[src/rtl/agu_sched_pkg.sv]
// rtl/agu_sched_pkg.sv - shared state type and widths for the k2 order scheduler
package agu_sched_pkg;

  typedef enum logic [1:0] {IDLE, ISSUE, GAP, DRAIN} agu_state_e;

  localparam int DEF_LOG_N     = 16;
  localparam int DEF_RADIX_LOG = 4;
  localparam int STAGE_W       = 3;
  localparam int POS_W         = 8;

endpackage

[src/rtl/order_bit_insert.sv]
// rtl/order_bit_insert.sv - inserts a zero bit into a pair index at position i_pos
module order_bit_insert
  import agu_sched_pkg::*;
#(
  parameter int LOG_N = DEF_LOG_N
) (
  input  logic [LOG_N-2:0] i_idx,
  input  logic [POS_W-1:0] i_pos,
  output logic [LOG_N-1:0] o_order
);

  logic [LOG_N-1:0] w_idx;
  logic [LOG_N-1:0] w_low_mask;

  assign w_idx      = {1'b0, i_idx};
  assign w_low_mask = (LOG_N'(1) << i_pos) - LOG_N'(1);
  // bits below i_pos stay put, bits at or above it move up one place
  assign o_order    = ((w_idx & ~w_low_mask) << 1) | (w_idx & w_low_mask);

endmodule

[src/rtl/agu_order_scheduler.sv]
// rtl/agu_order_scheduler.sv - walks butterfly pairs per NTT stage and issues Order_0/Order_1
module agu_order_scheduler
  import agu_sched_pkg::*;
#(
  parameter int LOG_N     = DEF_LOG_N,
  parameter int RADIX_LOG = DEF_RADIX_LOG,
  parameter int STAGE_GAP = 2
) (
  input  logic               clk,
  input  logic               rst_n,
  input  logic               start,
  input  logic [STAGE_W-1:0] num_stages,
  input  logic               issue_ready,
  input  logic               agu_done_ret,
  output logic [LOG_N-1:0]   Order_0,
  output logic [LOG_N-1:0]   Order_1,
  output logic               r_enable_k2,
  output logic               AGU_done_k2,
  output logic [STAGE_W-1:0] l,
  output logic               busy,
  output logic               done
);

  agu_state_e         r_state;
  logic [LOG_N-2:0]   r_i;
  logic [STAGE_W-1:0] r_stage;
  logic [STAGE_W-1:0] r_nstages;
  logic [POS_W-1:0]   r_gap;
  logic [LOG_N-1:0]   r_order_0;
  logic [LOG_N-1:0]   r_order_1;
  logic [STAGE_W-1:0] r_l;
  logic               r_en;
  logic               r_agu_done;
  logic               r_busy;
  logic               r_done;

  logic [POS_W-1:0]   w_pos;
  logic [LOG_N-1:0]   w_order_0;
  logic [LOG_N-1:0]   w_order_1;
  logic               w_last_pair;
  logic               w_last_stage;

  assign w_pos        = POS_W'(32'(r_stage) * RADIX_LOG);
  assign w_order_1    = w_order_0 | (LOG_N'(1) << w_pos);
  assign w_last_pair  = &r_i;
  assign w_last_stage = (r_stage == r_nstages - STAGE_W'(1));

  order_bit_insert #(.LOG_N(LOG_N)) u_insert (
    .i_idx   (r_i),
    .i_pos   (w_pos),
    .o_order (w_order_0)
  );

  always_ff @(posedge clk or negedge rst_n) begin
    if (!rst_n) begin
      r_state    <= IDLE;
      r_i        <= '0;
      r_stage    <= '0;
      r_nstages  <= '0;
      r_gap      <= '0;
      r_order_0  <= '0;
      r_order_1  <= '0;
      r_l        <= '0;
      r_en       <= 1'b0;
      r_agu_done <= 1'b0;
      r_busy     <= 1'b0;
      r_done     <= 1'b0;
    end else begin
      r_en       <= 1'b0;
      r_agu_done <= 1'b0;
      r_done     <= 1'b0;
      case (r_state)
        IDLE: begin
          if (start) begin
            if (num_stages != '0) begin
              r_state   <= ISSUE;
              r_i       <= '0;
              r_stage   <= '0;
              r_l       <= '0;
              r_nstages <= num_stages;
              r_busy    <= 1'b1;
            end else begin
              r_done <= 1'b1;
            end
          end
        end
        ISSUE: begin
          if (issue_ready) begin
            r_order_0 <= w_order_0;
            r_order_1 <= w_order_1;
            r_l       <= r_stage;
            r_en      <= 1'b1;
            if (!w_last_pair) begin
              r_i <= r_i + 1'b1;
            end else if (w_last_stage) begin
              r_agu_done <= 1'b1;
              r_state    <= DRAIN;
            end else begin
              r_i     <= '0;
              r_stage <= r_stage + 1'b1;
              r_gap   <= '0;
              if (STAGE_GAP != 0) r_state <= GAP;
            end
          end
        end
        GAP: begin
          if (r_gap == POS_W'(STAGE_GAP - 1)) r_state <= ISSUE;
          else r_gap <= r_gap + 1'b1;
        end
        DRAIN: begin
          // completion waits for the tagged pair to emerge from the translate pipeline
          if (agu_done_ret) begin
            r_done  <= 1'b1;
            r_busy  <= 1'b0;
            r_state <= IDLE;
          end
        end
        default: r_state <= IDLE;
      endcase
    end
  end

  assign Order_0     = r_order_0;
  assign Order_1     = r_order_1;
  assign r_enable_k2 = r_en;
  assign AGU_done_k2 = r_agu_done;
  assign l           = r_l;
  assign busy        = r_busy;
  assign done        = r_done;

endmodule

[config.mk]
export PLATFORM = sky130hd
export DESIGN_NAME = agu_order_scheduler
export DESIGN_NICKNAME = d
export VERILOG_FILES = /design/src/rtl/agu_sched_pkg.sv /design/src/rtl/order_bit_insert.sv /design/src/rtl/agu_order_scheduler.sv
export SDC_FILE = /design/constraint.sdc
export NUM_CORES = 1
export LEC_CHECK = 0
export ABC_CLOCK_PERIOD_IN_PS = 2200
export CAP_MARGIN = 0
export CORE_UTILIZATION = 49
export DETAILED_ROUTE_END_ITERATION = 8
export GPL_ROUTABILITY_DRIVEN = 0
export PLACE_DENSITY = 0.87
export SYNTH_ARGS = -nofsm -noshare
export SYNTH_HDL_FRONTEND = slang
export SYNTH_SLANG_ARGS = --single-unit
[constraint.sdc]
create_clock -name clk -period 2.2 [get_ports clk]
set_clock_uncertainty 0.1 [all_clocks]
set_input_delay 0.33 -clock clk [delete_from_list [all_inputs] [get_ports clk]]
set_output_delay 0.33 -clock clk [all_outputs]
set_load 0.02 [all_outputs]
==> out/qor.txt, run 1 <==
Post-DR vias/cell -> 5.84
Diode count -> 0
Post-DRT Antenna Nets -> 0
Final #Nets -> 435
Critical Path Source Type -> register
RSZ-0062 raised after global routing -> true
I/O pins -> 47
Share of the synthesized area in the top cell type -> 45.8%
Synth area leader -> dfrtp_1
Ranking of synthesized cells by area -> dfrtp_1 (46%), ha_1 (5.5%), nand2_1 (3.4%), nor2_1 (3.0%), buf_4 (2.8%)
Failing checks -> negative setup slack
Final setup viols -> 6
Fin. Hold Viols -> 0
Max Fclk -> 442 MHz
Crit path capture -> r_gap[5]$_DFFE_PN0P_
Worst Path Buf+Inv -> 1
Clk_lat worst skew -> 350 ps
VDD IR max -> 0.721 mV
CP Depth -> 6
Max_slew headroom -> 68.1%
Crit-path leading delay family -> simple AND/OR/NAND/NOR gates
PwrDens -> 720 nW/um2
EDFF count, synth -> 0
Layout cell share with drive strength beyond 1 -> 25.1%
GR Overflow Total -> 0
Area Growth Syn to Fin -> 37.7%
Row count -> 28
DIE HEIGHT -> 82.4 um
Post-synthesis register bit count -> 58
Worst-path cell chain -> nand4_1 -> or4_4 -> a221o_1 -> buf_6 -> o21ai_1 -> o31ai_4
Critical path's slowest cell -> or4_4
Mapped Area -> 3170 um2
Hold Path Class -> primary input to async pin
Post-synthesis area per instance -> 9.68 um2
Clk sinks -> 58
CP startpoint -> r_i[7]$_DFFE_PN0P_
Capturing point of the worst reg2reg path -> r_gap[5]$_DFFE_PN0P_
CP Data Arrival Time -> 2390 ps
Fill count -> 394
Detailed-route DRC error count -> 0
Initial antenna violation count -> 0
Initial Util -> 52.2%
Routed WL -> 8140 um
Tmin final -> 2260 ps
FF-to-FF Start -> r_i[7]$_DFFE_PN0P_
Fin crit share -> 103%
Clock slew seen by the registers of the worst setup and hold paths -> 70 ps
Ys async rst share -> 100%
Crit path required time -> 2330 ps
Prevailing post-synth register cell -> dfrtp_1
CTS Root Cell -> clkbuf_8
Pre-antenna DRT Iters -> 5
1st-iter DRT viols -> 280
Slew @ Worst Pin -> 477 ps
Die area -> 6790 um2
Vias -> 2880
Cell variety after synth -> 52
TritonCTS clock tree -> done
Register area share after synthesis -> 45.8%
Port Buffers -> 46
Non-Filler Instances -> 493
CP Class -> register to register
Max cap viols -> 0
Crit path max fanout -> 8
Power, Total -> 3.14 mW
Placed cell count -> 471
DP HPWL -> 5580 um
Synth Net Count -> 349
Cells after synthesis -> 327
H-tree depth -> 3
Core Region -> 6060 um2
Commonest non-fill, non-tap cell in the layout -> dfrtp_1
Vias in the first global route -> 2820
TritonCTS Buffers -> 9
Die X -> 82.4 um
Run status -> finished, violations left
Slew Viols, Final -> 0
Tot GR Track Use -> 26.8%
Reg-to-reg slack, setup -> -60 ps
Worst setup EP type -> register
First-pass GRT wire length -> 13500 um
Worst r2r path cells -> 6
Crit path largest cell delay -> 600 ps
Clock buffer depth -> 2
Largest net degree at the start of global routing -> 59
Yosys warns -> 0
Final critical-path setup slack -> -64.1 ps
Leakage -> 1.93 nW
Most frequent cells in the layout -> dfrtp_1 (58), buf_4 (51), clkdlybuf4s50_1 (45)
WL/cell -> 16.5 um
[worst register-to-register path, delay by kind of cell, from the launching register on]
family / cells / cell delay, ps
and+or+nand+nor: 2 / 820
AOI/OAI and AO/OA: 3 / 710
DFF: 1 / 350
buffers and inverters: 1 / 150
[power breakdown]
group          internal (mW)  switching, mW  leakage [nW]  total (mW)
logic                  0.321          0.343          1.07       0.664
registers               1.16         0.0651         0.744        1.23
clock network          0.784          0.461         0.119        1.25
total                   2.27          0.869          1.93        3.14
[stage by stage]
step           hold slack, ps  TNS [ps]  utilization, %  setup WS (ps)  cell area (um2)
2_1_floorplan           -65.6         0               -           12.3             3200
3_3_place_gp              256     -3900            65.8           -378             3990
3_5_place_dp              261     -4690            65.8           -442             3990
4_1_cts                   397     -53.6            71.0          -28.2             4300
5_1_grt                   423     -1160            71.9           -177             4360
6_report                  397      -252            71.9          -64.1             4360
[layer usage]
layer	up-vias	GRT usage, %	wire length, um
met3	29	5.93	395
met2	112	44.3	4130
met1	1399	33.0	3370
met5	-	0	0
li1	1340	-	-
met4	0	13.2	240
[final cells by class]
| cell class | instances | area (um2) | share of cell area, % |
|---|---|---|---|
| multi-input combinational | 226 | 1590 | 36.5 |
| timing repair buffer | 102 | 911 | 20.9 |
| sequential | 58 | 1450 | 33.3 |
| clock buffer | 10 | 138 | 3.16 |
| clock inverter | 6 | 114 | 2.61 |
| tap | 75 | 93.8 | 2.15 |
| inverter | 16 | 60.1 | 1.38 |
[logic make-up (layout without fill, tap and decap cells)]
kind of cell	Yosys count	after routing	share of synthesized area, %
flops	58	58	45.8
buf+inv	44	134	6.84
fa+ha+maj	14	14	5.53
mux	13	13	4.35
xor+xnor	7	7	2.37
simple gates	110	110	17.6
compound gates	81	82	17.4
[flip-flops by register name, indices dropped and copies added (netlist names)]
register,flops
r_enable_k2,1
AGU_done_k2,1
Order_0,16
r_nstages,3
r_gap,8
r_i,15
busy,1
l,3
r_stage,3
Order_1,4
done,1
r_state,2
[worst min path at each step]
stage / start / endpoint
after CTS: Order_0[12]$_DFFE_PN0P_ / Order_0[12]$_DFFE_PN0P_
after floorplan: rst_n / AGU_done_k2$_DFF_PN0_
after global placement: rst_n / Order_0[1]$_DFFE_PN0P_
final: rst_n / Order_0[4]$_DFFE_PN0P_
after global routing: l[0]$_DFFE_PN0P_ / l[0]$_DFFE_PN0P_
after detailed placement: rst_n / Order_0[2]$_DFFE_PN0P_
[cells in the mapped netlist (all sizes together), types with 4 or more instances]
cell and n:
mux2i 7, o31ai 13, nand3 12, nand2 29, a21oi 15, buf 18, a31oi 6, and3 4
or2 5, nor2 25, or4 7, xnor2 4, inv 14, nor2b 4, ha 14, or3 5
clkbuf 10, o21ai 24, dfrtp 58, mux2 6, nand4 7
[timing repair]
item,in CTS,in global routing
pin swaps,5,2
endpoints found under the hold margin,58,0
buffers inserted,1,3
hold buffers,1,0
gates resized for setup,10,9
gates cloned,1,0
setup endpoints to repair,20,20
(Power assumes the default switching activity.)
==> inputs of run 2 (changes only) <==
--- a/config.mk
+++ b/config.mk
@@ -5,12 +5,12 @@
 export SDC_FILE = /design/constraint.sdc
 export NUM_CORES = 1
 export LEC_CHECK = 0
-export ABC_CLOCK_PERIOD_IN_PS = 2200
 export CAP_MARGIN = 0
 export CORE_UTILIZATION = 49
 export DETAILED_ROUTE_END_ITERATION = 8
 export GPL_ROUTABILITY_DRIVEN = 0
 export PLACE_DENSITY = 0.87
+export SKIP_CTS_REPAIR_TIMING = 1
 export SYNTH_ARGS = -nofsm -noshare
 export SYNTH_HDL_FRONTEND = slang
 export SYNTH_SLANG_ARGS = --single-unit
==> out/qor.txt, run 2 (synthesis results as in run 1) <==
Most frequent cells in the layout -> dfrtp_1 (58), buf_4 (55), clkdlybuf4s50_1 (44) (was dfrtp_1 (58), buf_4 (51), clkdlybuf4s50_1 (45))
Tmin final -> 2270 ps (was 2260 ps)
Commonest non-fill, non-tap cell in the layout -> dfrtp_1 (unchanged)
Initial antenna violation count -> 0 (unchanged)
DP HPWL -> 5580 um (unchanged)
Critical Path Source Type -> register (unchanged)
Worst Hold Depth -> 2
Final setup viols -> 3 (was 6)
Fin crit share -> 103% (about the same)
First-pass GRT wire length -> 13100 um (was 13500 um)
Routed WL -> 8230 um (was 8140 um)
VDD IR max -> 0.732 mV (was 0.721 mV)
Hold_ws -> 273 ps (was 397 ps)
Max Fclk -> 441 MHz (was 442 MHz)
Clock power share -> 39.5% (was 39.7%)
Vias in the first global route -> 2781 (was 2820)
Die X -> 82.4 um (unchanged)
Leakage -> 1.96 nW (was 1.93 nW)
DIE HEIGHT -> 82.4 um (unchanged)
Area Growth Syn to Fin -> 38.9% (was 37.7%)
Slew Viols, Final -> 0 (unchanged)
CP Class -> register to register (unchanged)
Combinational fraction of design power -> 21.2% (about the same)
Dpl ws -> -442 ps (unchanged)
Worst setup EP type -> register (unchanged)
Final #Nets -> 438 (was 435)
GR Overflow Total -> 0 (unchanged)
Fin. Hold Viols -> 0 (unchanged)
Core Region -> 6060 um2 (unchanged)
Layout cell share with drive strength beyond 1 -> 25.4% (was 25.1%)
Port Buffers -> 46 (unchanged)
Internal Power -> 2.27 mW (about the same)
Vias -> 2905 (was 2880)
Critical path's slowest cell -> or4_4 (unchanged)
Crit-path leading delay family -> simple AND/OR/NAND/NOR gates (unchanged)
PwrDens -> 716 nW/um2 (was 720 nW/um2)
1st-iter DRT viols -> 238 (was 280)
RSZ-0062 raised after global routing -> true (unchanged)
Failing checks -> negative setup slack (unchanged)
Post-DR vias/cell -> 5.86 (was 5.84)
Initial Util -> 52.2% (unchanged)
Detailed-route DRC error count -> 0 (unchanged)
Crit path max fanout -> 6 (was 8)
TritonCTS clock tree -> done (unchanged)
Final core utilization -> 72.5% (was 71.9%)
Worst-path cell chain -> ha_4 -> nand3_4 -> or4_4 -> a221o_1 -> or2_4 -> o31ai_2 (was nand4_1 -> or4_4 -> a221o_1 -> buf_6 -> o21ai_1 -> o31ai_4)
Reg power frac -> 39.3% (was 39.1%)
Post-DRT Antenna Nets -> 0 (unchanged)
TritonCTS Buffers -> 9 (unchanged)
CTS Root Cell -> clkbuf_8 (unchanged)
H-tree depth -> 3 (unchanged)
Tot GR Track Use -> 26.1% (was 26.8%)
NetSw -> 0.876 mW (was 0.869 mW)
Row count -> 28 (unchanged)
Crit path required time -> 2340 ps (was 2330 ps)
CP Depth -> 6 (unchanged)
Final critical-path setup slack -> -69.7 ps (was -64.1 ps)
WL/cell -> 16.6 um (was 16.5 um)
Hold Path Class -> primary input to register (was primary input to async pin)
Max cap viols -> 0 (unchanged)
Crit path largest cell delay -> 430 ps (was 600 ps)
Placed cell count -> 471 (unchanged)
Worst Path Buf+Inv -> 0 (was 1)
Worst r2r path cells -> 6 (unchanged)
Clock slew seen by the registers of the worst setup and hold paths -> 70 ps (about the same)
Clock buffer depth -> 2 (unchanged)
Power, Total -> 3.15 mW (was 3.14 mW)
Non-Filler Instances -> 496 (was 493)
Pre-antenna DRT Iters -> 5 (unchanged)
Max_slew headroom -> 66.9% (was 68.1%)
Clk sinks -> 58 (unchanged)
Die area -> 6790 um2 (unchanged)
Clk_lat worst skew -> 350 ps (about the same)
I/O pins -> 47 (unchanged)
Slew @ Worst Pin -> 495 ps (was 477 ps)
Diode count -> 0 (unchanged)
Largest register FFs -> 16 (unchanged)
Largest net degree at the start of global routing -> 59 (unchanged)
Switch share -> 27.8% (was 27.7%)
CP Data Arrival Time -> 2410 ps (was 2390 ps)
Run status -> finished, violations left (unchanged)
-- run 2: cell count changes in the layout (fill, tap and decap cells not counted), sizes merged --
cell,change
buf,+3
clkdlybuf4s50,-1
dlymetal6s2s,+1
-- run 2: metal layers --
metal / part of all wire, % / track usage (%)
met5: 0 / 0
met4: 3.0 / 13.0
met3: 4.8 / 5.82
met2: 52 / 43.6
met1: 41 / 31.6
-- run 2: final timing paths --
check	slack, ps	start	to
worst min register to register	390	Order_0[12]$_DFFE_PN0P_	Order_0[12]$_DFFE_PN0P_
worst max-delay path	-70	r_i[0]$_DFFE_PN0P_	r_gap[3]$_DFFE_PN0P_
min in group asynchronous	400	rst_n	Order_0[4]$_DFFE_PN0P_
worst min-delay path	270	issue_ready	AGU_done_k2$_DFF_PN0_
max in group asynchronous	1330	rst_n	r_stage[2]$_DFFE_PN0P_
worst max register to register	-70	r_i[0]$_DFFE_PN0P_	r_gap[3]$_DFFE_PN0P_
-- run 2: metrics by stage --
step / TNS (ps) / instance area, um2
floorplan: 0 / 3200
global placement: -3900 / 3990
detailed placement: -4690 / 3990
CTS: -2650 / 4240
global route: -734 / 4400
finish: -137 / 4400
-- run 2: cell type report --
cell class / instances / area, um2
fill: 387 / 1660
multi-input combinational: 226 / 1610
sequential: 58 / 1450
timing repair buffer: 105 / 932
clock buffer: 10 / 138
clock inverter: 6 / 114
tap: 75 / 93.8
inverter: 16 / 60.1
-- run 2: power groups by stage --
| stage | logic (mW) | clock network [mW] | registers, mW |
|---|---|---|---|
| after CTS | 0.659 | 1.25 | 1.23 |
| after global placement | 0.625 | 0 | 1.24 |
| final | 0.666 | 1.24 | 1.24 |
| after detailed placement | 0.652 | 0 | 1.25 |
| after floorplan | 0.240 | 0 | 1.34 |
| after global routing | 0.712 | 1.31 | 1.25 |
-- run 2: worst reg2reg max path, cell delays in order, from the launching register on --
cell and delay, ps:
dfrtp_1 390, ha_4 170, nand3_4 100, or4_4 430, a221o_1 360, or2_4 310, o31ai_2 300
